$ cat src/rtl/fetch_sequencer.sv
// rtl/fetch_sequencer.sv - PC owner and single-outstanding instruction fetch sequencer for the IF stage
module fetch_sequencer #(
    parameter logic [31:0] RESET_PC = 32'h0000_3000,
    parameter int          ADDR_W   = 32
) (
    input  logic              clk,
    input  logic              rst,
    input  logic              redirect_valid,
    input  logic [ADDR_W-1:0] redirect_target,
    input  logic              if_stall,
    output logic              imem_req,
    output logic [ADDR_W-1:0] imem_addr,
    input  logic              imem_ack,
    input  logic [31:0]       imem_rdata,
    output logic              if_valid,
    output logic [ADDR_W-1:0] if_pc,
    output logic [31:0]       if_instr,
    output logic              pc_misalign
);

    typedef enum logic [1:0] {
        BOOT  = 2'd0,
        FETCH = 2'd1,
        HOLD  = 2'd2
    } state_t;

    state_t            state_q, state_d;
    logic [ADDR_W-1:0] pc_q, pc_d;
    logic [ADDR_W-1:0] pend_target_q, pend_target_d;
    logic              pend_valid_q, pend_valid_d;
    logic              kill_q, kill_d;
    logic              if_valid_q, if_valid_d;
    logic [ADDR_W-1:0] if_pc_q, if_pc_d;
    logic [31:0]       if_instr_q, if_instr_d;
    logic              misalign_q, misalign_d;
    logic [ADDR_W-1:0] target_aligned;

    assign target_aligned = {redirect_target[ADDR_W-1:2], 2'b00};

    always_comb begin
        state_d       = state_q;
        pc_d          = pc_q;
        pend_target_d = pend_target_q;
        pend_valid_d  = pend_valid_q;
        kill_d        = kill_q;
        if_valid_d    = if_valid_q;
        if_pc_d       = if_pc_q;
        if_instr_d    = if_instr_q;
        misalign_d    = misalign_q;

        case (state_q)
            BOOT: state_d = FETCH;
            FETCH: begin
                if (redirect_valid) begin
                    if_valid_d = 1'b0;
                    if (imem_ack) begin
                        pc_d         = target_aligned;
                        kill_d       = 1'b0;
                        pend_valid_d = 1'b0;
                    end else begin
                        // Address must stay stable until ack, so park the target.
                        kill_d        = 1'b1;
                        pend_target_d = target_aligned;
                        pend_valid_d  = 1'b1;
                    end
                end else if (imem_ack && kill_q) begin
                    pc_d         = pend_target_q;
                    kill_d       = 1'b0;
                    pend_valid_d = 1'b0;
                    if (if_valid_q && !if_stall) begin
                        if_valid_d = 1'b0;
                    end
                end else if (imem_ack) begin
                    if_pc_d    = pc_q;
                    if_instr_d = imem_rdata;
                    if_valid_d = 1'b1;
                    pc_d       = pc_q + 32'd4;
                    state_d    = if_stall ? HOLD : FETCH;
                end else if (if_valid_q && !if_stall) begin
                    if_valid_d = 1'b0;
                end
            end
            HOLD: begin
                if (redirect_valid) begin
                    if_valid_d = 1'b0;
                    pc_d       = target_aligned;
                    state_d    = FETCH;
                end else if (!if_stall) begin
                    if_valid_d = 1'b0;
                    state_d    = FETCH;
                end
            end
            default: state_d = BOOT;
        endcase

        if (state_q != BOOT && redirect_valid && (redirect_target[1:0] != 2'b00)) begin
            misalign_d = 1'b1;
        end
    end

    always_ff @(posedge clk) begin
        if (rst) begin
            state_q       <= BOOT;
            pc_q          <= RESET_PC;
            pend_target_q <= '0;
            pend_valid_q  <= 1'b0;
            kill_q        <= 1'b0;
            if_valid_q    <= 1'b0;
            if_pc_q       <= '0;
            if_instr_q    <= '0;
            misalign_q    <= 1'b0;
        end else begin
            state_q       <= state_d;
            pc_q          <= pc_d;
            pend_target_q <= pend_target_d;
            pend_valid_q  <= pend_valid_d;
            kill_q        <= kill_d;
            if_valid_q    <= if_valid_d;
            if_pc_q       <= if_pc_d;
            if_instr_q    <= if_instr_d;
            misalign_q    <= misalign_d;
        end
    end

    assign imem_req    = (state_q == FETCH);
    assign imem_addr   = pc_q;
    assign if_valid    = if_valid_q;
    assign if_pc       = if_pc_q;
    assign if_instr    = if_instr_q;
    assign pc_misalign = misalign_q;

endmodule

$ cat config.mk
export PLATFORM = sky130hd
export DESIGN_NAME = fetch_sequencer
export DESIGN_NICKNAME = d
export VERILOG_FILES = /design/src/rtl/fetch_sequencer.sv
export SDC_FILE = /design/constraint.sdc
export NUM_CORES = 1
export LEC_CHECK = 0
export CAP_MARGIN = 25
export CORE_ASPECT_RATIO = 0.9
export CORE_MARGIN = 5
export CORE_UTILIZATION = 55
export CTS_BUF_LIST = sky130_fd_sc_hd__clkbuf_4 sky130_fd_sc_hd__clkbuf_8 sky130_fd_sc_hd__clkbuf_16
export CTS_CLUSTER_DIAMETER = 30
export DETAILED_ROUTE_END_ITERATION = 6
export DONT_BUFFER_PORTS = 1
export PLACE_DENSITY_LB_ADDON = 0.25
export SYNTH_ARGS = -nofsm -noshare
export SYNTH_HDL_FRONTEND = slang
export SYNTH_SLANG_ARGS = --single-unit
$ cat constraint.sdc
create_clock -name clk -period 6.14 [get_ports clk]
set_input_delay 1.228 -clock clk [delete_from_list [all_inputs] [get_ports clk]]
set_output_delay 1.228 -clock clk [all_outputs]
set_load 0.05 [all_outputs]
* Word-level counts from Yosys, hierarchy flattened
Cells that the tools add are included.
** Storage, ports and cells
- Register bits after elaboration :: 131
- Input port bits :: 69
- Output and inout port bits :: 99
- Logic and storage cells :: 60
** Operators by class
- Add/sub/neg operators :: 1
- Equal/unequal tests :: 9
- Muxes and demuxes :: 23
- Bitwise gates (word level) :: 3
- Reduce and logical (&&, ||, !) cells :: 16
** Operator list (number)
- $mux 32 :: 5
- $pmux 32 s2 :: 1
- $add 32x3->32 const B :: 1
- $mux 2 :: 6
- $reduce_and 4->1 :: 3
- $mux 1 :: 9
- $reduce_bool 2->1 :: 4
- $ne 2x2->1 const B :: 3
- $pmux 2 s3 :: 1
- $logic_and 1x1->1 :: 4
- $reduce_and 2->1 :: 2
- $ne 3x1->1 const B :: 1
- $ne 3x2->1 const B :: 1
- $ne 3x3->1 const B :: 1
- $not 1->1 :: 3
- $reduce_and 3->1 :: 1
- $eq 2x1->1 const B :: 1
- $eq 2x2->1 const B :: 1
- $logic_not 2->1 :: 1
- $ne 2x1->1 const B :: 1
- $pmux 1 s2 :: 1
- $logic_not 1->1 :: 1

* Longest topological paths before layout
- Depth after elaboration :: 7
- Gate-level depth with buffers :: 10
- Depth with buffers taken out :: 7

* Worst setup path after synthesis
Ideal clock, no wire load.
- Path type :: input-to-reg
- Start point :: in imem_ack
- End point :: reg if_pc_q[11], in the netlist if_pc[11]
- Setup time :: 0.070 ns
- Arrival :: 2.572 ns
- Slack :: 3.498 ns
- Stages :: 7
- Cell sequence :: clkbuf_1 > nor3b_1 > and2_1 > clkbuf_1 > clkbuf_1 > nand2_1 > a21oi_1
** On the way
- Cells in the longest elaborated chain, start to end :: 3
** Ends and longest elaborated chain
- from (decl) :: line 13 : input logic imem_ack,
- $logic_and 1x1->1 :: line 66 : end else if (imem_ack && kill_q) begin
- $not 1->1 (no source line)
- $reduce_and 4->1 (no source line) *
- to (signal assigned) :: line 119 : if_pc_q <= if_pc_d;
- to (decl) :: line 33 : logic [ADDR_W-1:0] if_pc_q, if_pc_d;
Every way passes the cells marked *; elsewhere a longest branch is shown, timed or not.
A chain may end at the register's enable or synchronous reset.

* Worst setup path in the final report
- Start point :: reg pc_q[5], in the netlist imem_addr[5]
- End point :: reg pc_q[31], in the netlist imem_addr[31]
** On the way
- Cells in the longest elaborated chain, start to end :: 5
** Ends and longest elaborated chain
- from (decl) :: line 28 : logic [ADDR_W-1:0] pc_q, pc_d;
- from (signal assigned) :: line 114 : pc_q <= pc_d;
- $add 32x3->32 :: line 77 : pc_d = pc_q + 32'd4;
- $mux 32 :: line 73 : end else if (imem_ack) begin
- $mux 32 :: line 66
- $mux 32 :: line 54 : if (redirect_valid) begin
- $pmux 32 s2 :: line 51 : case (state_q)
No other way between the ends. The select of a mux whose other input is x is not followed.

==> results.sh <==
export IMPL_run_status="completed"
export IMPL_cellPowerDensity_mw_per_mm2=416
export IMPL_period_minus_slack_ns=3.09
export IMPL_maxCapViolCount=0
export IMPL_rsz0062_at_grt="false"
export IMPL_dieArea_mm2=0.0126
export IMPL_gr_usage_met3_pct=10.9
export IMPL_grt_usage_pct=25.9
export IMPL_synth_warnings=0
export IMPL_slew_headroom_pct=36.7
export IMPL_drtIter0Drc=632
export IMPL_core_mm2=0.0102
export IMPL_clock_root_buffer="clkbuf_16"
export IMPL_grt_antenna_before_repair=0
export IMPL_async_flop_share_pct=0
export IMPL_path_class="flop to flop"
export IMPL_required_ns=6.48
export IMPL_finalMaxSlewViolations=0
export IMPL_clkTransAtPathRegs_ns=0.06
export IMPL_cts_sinks=127
export IMPL_cts_buffers=17
export IMPL_grt_pass1_vias=4963
export IMPL_holdWs_ns=0.450
export IMPL_vias=5464
export IMPL_drc_errors=0
export IMPL_synth_flop_cell="dfxtp_1"
export IMPL_peakVddDrop_uv=332
export IMPL_dp_slack_ns=2.96
export IMPL_setup_slack_ns=3.05
export IMPL_wl_per_cell_um=19.3
export IMPL_ctsHoldBuffers=0
export IMPL_io_buffers=0
export IMPL_clock_fmax_mhz=324
export IMPL_drt_pass1_iter_count=5
export IMPL_ios=168
export IMPL_synthCells=773
export IMPL_synth_cell_types=57
export IMPL_use_met2_pct=38.9
export IMPL_setup_viol=0
export IMPL_synth_edf_count=0
export IMPL_use_met1_pct=34.0
export IMPL_busiest_layer="met2"
export IMPL_holdCritPathClass="flop to flop"
export IMPL_p_leak_nw=2.10
export IMPL_clk_latency_ns=0.43
export IMPL_hold_violations=0
export IMPL_cts_tree="built"
export IMPL_globalplace_congestion=0.895
export IMPL_ctsResizeCount=0
export IMPL_routed_wl_mm=16.9
export IMPL_n_antenna_cell=0
export IMPL_period_share_pct=50.3
export IMPL_rows=35
export IMPL_cts_htree_levels=4
export IMPL_grt_ovfl_total=0
export IMPL_dieHeight_um=107
export IMPL_grt_pass1_wl_mm=26.7
export IMPL_fin_setup_tns_ns=0
export IMPL_drt_antenna_violating_nets=0
export IMPL_postCtsSetupRepairBufs=0
export IMPL_critPathMaxFanout=11
export IMPL_netlist_area_mm2=0.00576
export IMPL_fin_skew_ns=0.0218
export IMPL_start_kind="flop"
export IMPL_syn_avg_cell_area_um2=7.45
export IMPL_initial_utilization_pct=56.2
export IMPL_cp_end_kind="flop"
export IMPL_clk_path_buf_depth=2
export IMPL_worstMarginPinSlew_ns=0.945
export IMPL_arrival_ns=3.43
export IMPL_layout_nets=810
export IMPL_drt_vias_per_instance=6.22
export IMPL_dieWidth_um=118
export IMPL_yosysSeqAreaShare_pct=44.2
export IMPL_hpwl_mm=11.5
export IMPL_drive_gt1_share_pct=6.94
export IMPL_grt_max_degree=116
export IMPL_ys_ff_latch=127
export IMPL_syn_to_final_growth_pct=10.1
-- sequential cells by signal (all words and copies together) (netlist names) --
| name | count |
|---|---|
| state_q | 2 |
| if_pc | 30 |
| imem_addr | 30 |
| if_valid | 1 |
| pc_misalign | 1 |
| kill_q | 1 |
| if_instr | 32 |
| pend_target_q | 30 |
-- area by class of cell --
cell class / count / area [um2]
clock inverter: 13 / 115
tap: 129 / 161
timing repair buffer: 10 / 120
fill: 947 / 3910
sequential: 127 / 2540
multi-input combinational: 572 / 2910
clock buffer: 19 / 453
inverter: 8 / 30.0
-- cells in the mapped netlist (all sizes together), types with 4 or more instances --
cell type | count | area share, %
nand3 | 16 | 1.5
a22oi | 8 | 1.0
a211oi | 7 | 0.91
clkbuf | 57 | 3.8
nor4 | 8 | 0.87
a21oi | 130 | 11
ha | 5 | 1.1
nand4 | 13 | 1.7
inv | 8 | 0.52
and3 | 9 | 0.98
or3 | 4 | 0.43
nor3 | 12 | 1.0
a21o | 5 | 0.65
or4 | 4 | 0.59
nand2b | 4 | 0.43
o21ai | 33 | 2.9
nand2 | 213 | 14
a31oi | 8 | 0.87
buf | 12 | 1.2
nor2 | 37 | 2.4
xnor2 | 5 | 0.76
dfxtp | 127 | 44
-- path summary, 6_finish.rpt --
kind,startpoint,endpoint,slack (ns),cells past startpoint
worst min register to register,pend_target_q[22]$_SDFFE_PP0P_,pend_target_q[22]$_SDFFE_PP0P_,0.45,2
worst min-delay path,pend_target_q[22]$_SDFFE_PP0P_,pend_target_q[22]$_SDFFE_PP0P_,0.45,2
worst max register to register,imem_addr[5]$_SDFFE_PP0P_,imem_addr[31]$_SDFFE_PP0P_,3.05,5
worst max-delay path,imem_addr[5]$_SDFFE_PP0P_,imem_addr[31]$_SDFFE_PP0P_,3.05,5
-- power breakdown --
| group | switching, mW | total [mW] | internal [mW] |
|---|---|---|---|
| Clock | 0.375 | 0.951 | 0.576 |
| Combinational | 0.289 | 0.436 | 0.147 |
| Sequential | 0.341 | 1.25 | 0.905 |
-- metal layers --
| layer | vias to the layer above | routed length [um] |
|---|---|---|
| met5 | - | 0 |
| met4 | 0 | 216 |
| met3 | 26 | 2100 |
| met2 | 312 | 7630 |
| met1 | 2537 | 6980 |
| li1 | 2589 | - |
-- through the flow --
stage               util [%]  area [um2]  std cells  total power [mW]
global route            61.8        6340        878              2.75
global placement        55.6        5700        843              1.66
detailed placement      55.6        5700        843              1.68
CTS                     61.2        6270        875              2.63
finish                  61.8        6340        878              2.63
floorplan                  -        5770        776              1.57
-- logic make-up after synthesis --
group                    Yosys count  synth area share, %
flip-flops                       127                 44.2
AND/OR/NAND/NOR                  333                 25.5
multiplexers                       3                0.522
AO/OA/AOI/OAI                    220                 22.0
XOR/XNOR                           7                 1.07
adder cells (fa/ha/maj)            5                 1.09
other                              1               0.0652
buffers and inverters             77                 5.54
-- worst max-delay path: stages, from the launching register on --
cell	delay [ns]
dfxtp_1	0.79
nand4_1	0.52
or3_1	0.58
or4_4	0.55
or4_1	0.40
a31oi_1	0.16
-- cell usage in the layout (no fill, tap or decap), types with 3 or more instances in the layout --
cell type,instances
a21oi_1,130
a21o_1,5
o31ai_1,3
dfxtp_1,127
conb_1,4
nor3_1,11
clkinv_4,3
ha_1,5
inv_1,8
a31oi_1,8
mux2i_1,3
nand4_1,12
a211oi_1,7
nand3_1,15
a22oi_1,8
a311oi_1,3
or3_1,4
clkbuf_16,17
clkinvlp_4,4
buf_4,7
or4_1,3
nor2_1,37
o21ai_0,33
a221oi_1,3
nor4_1,8
nand2_1,212
clkinv_2,4
nand3b_1,3
nand2b_1,4
xnor2_1,5
and3_1,9
(Power assumes the default switching activity.)
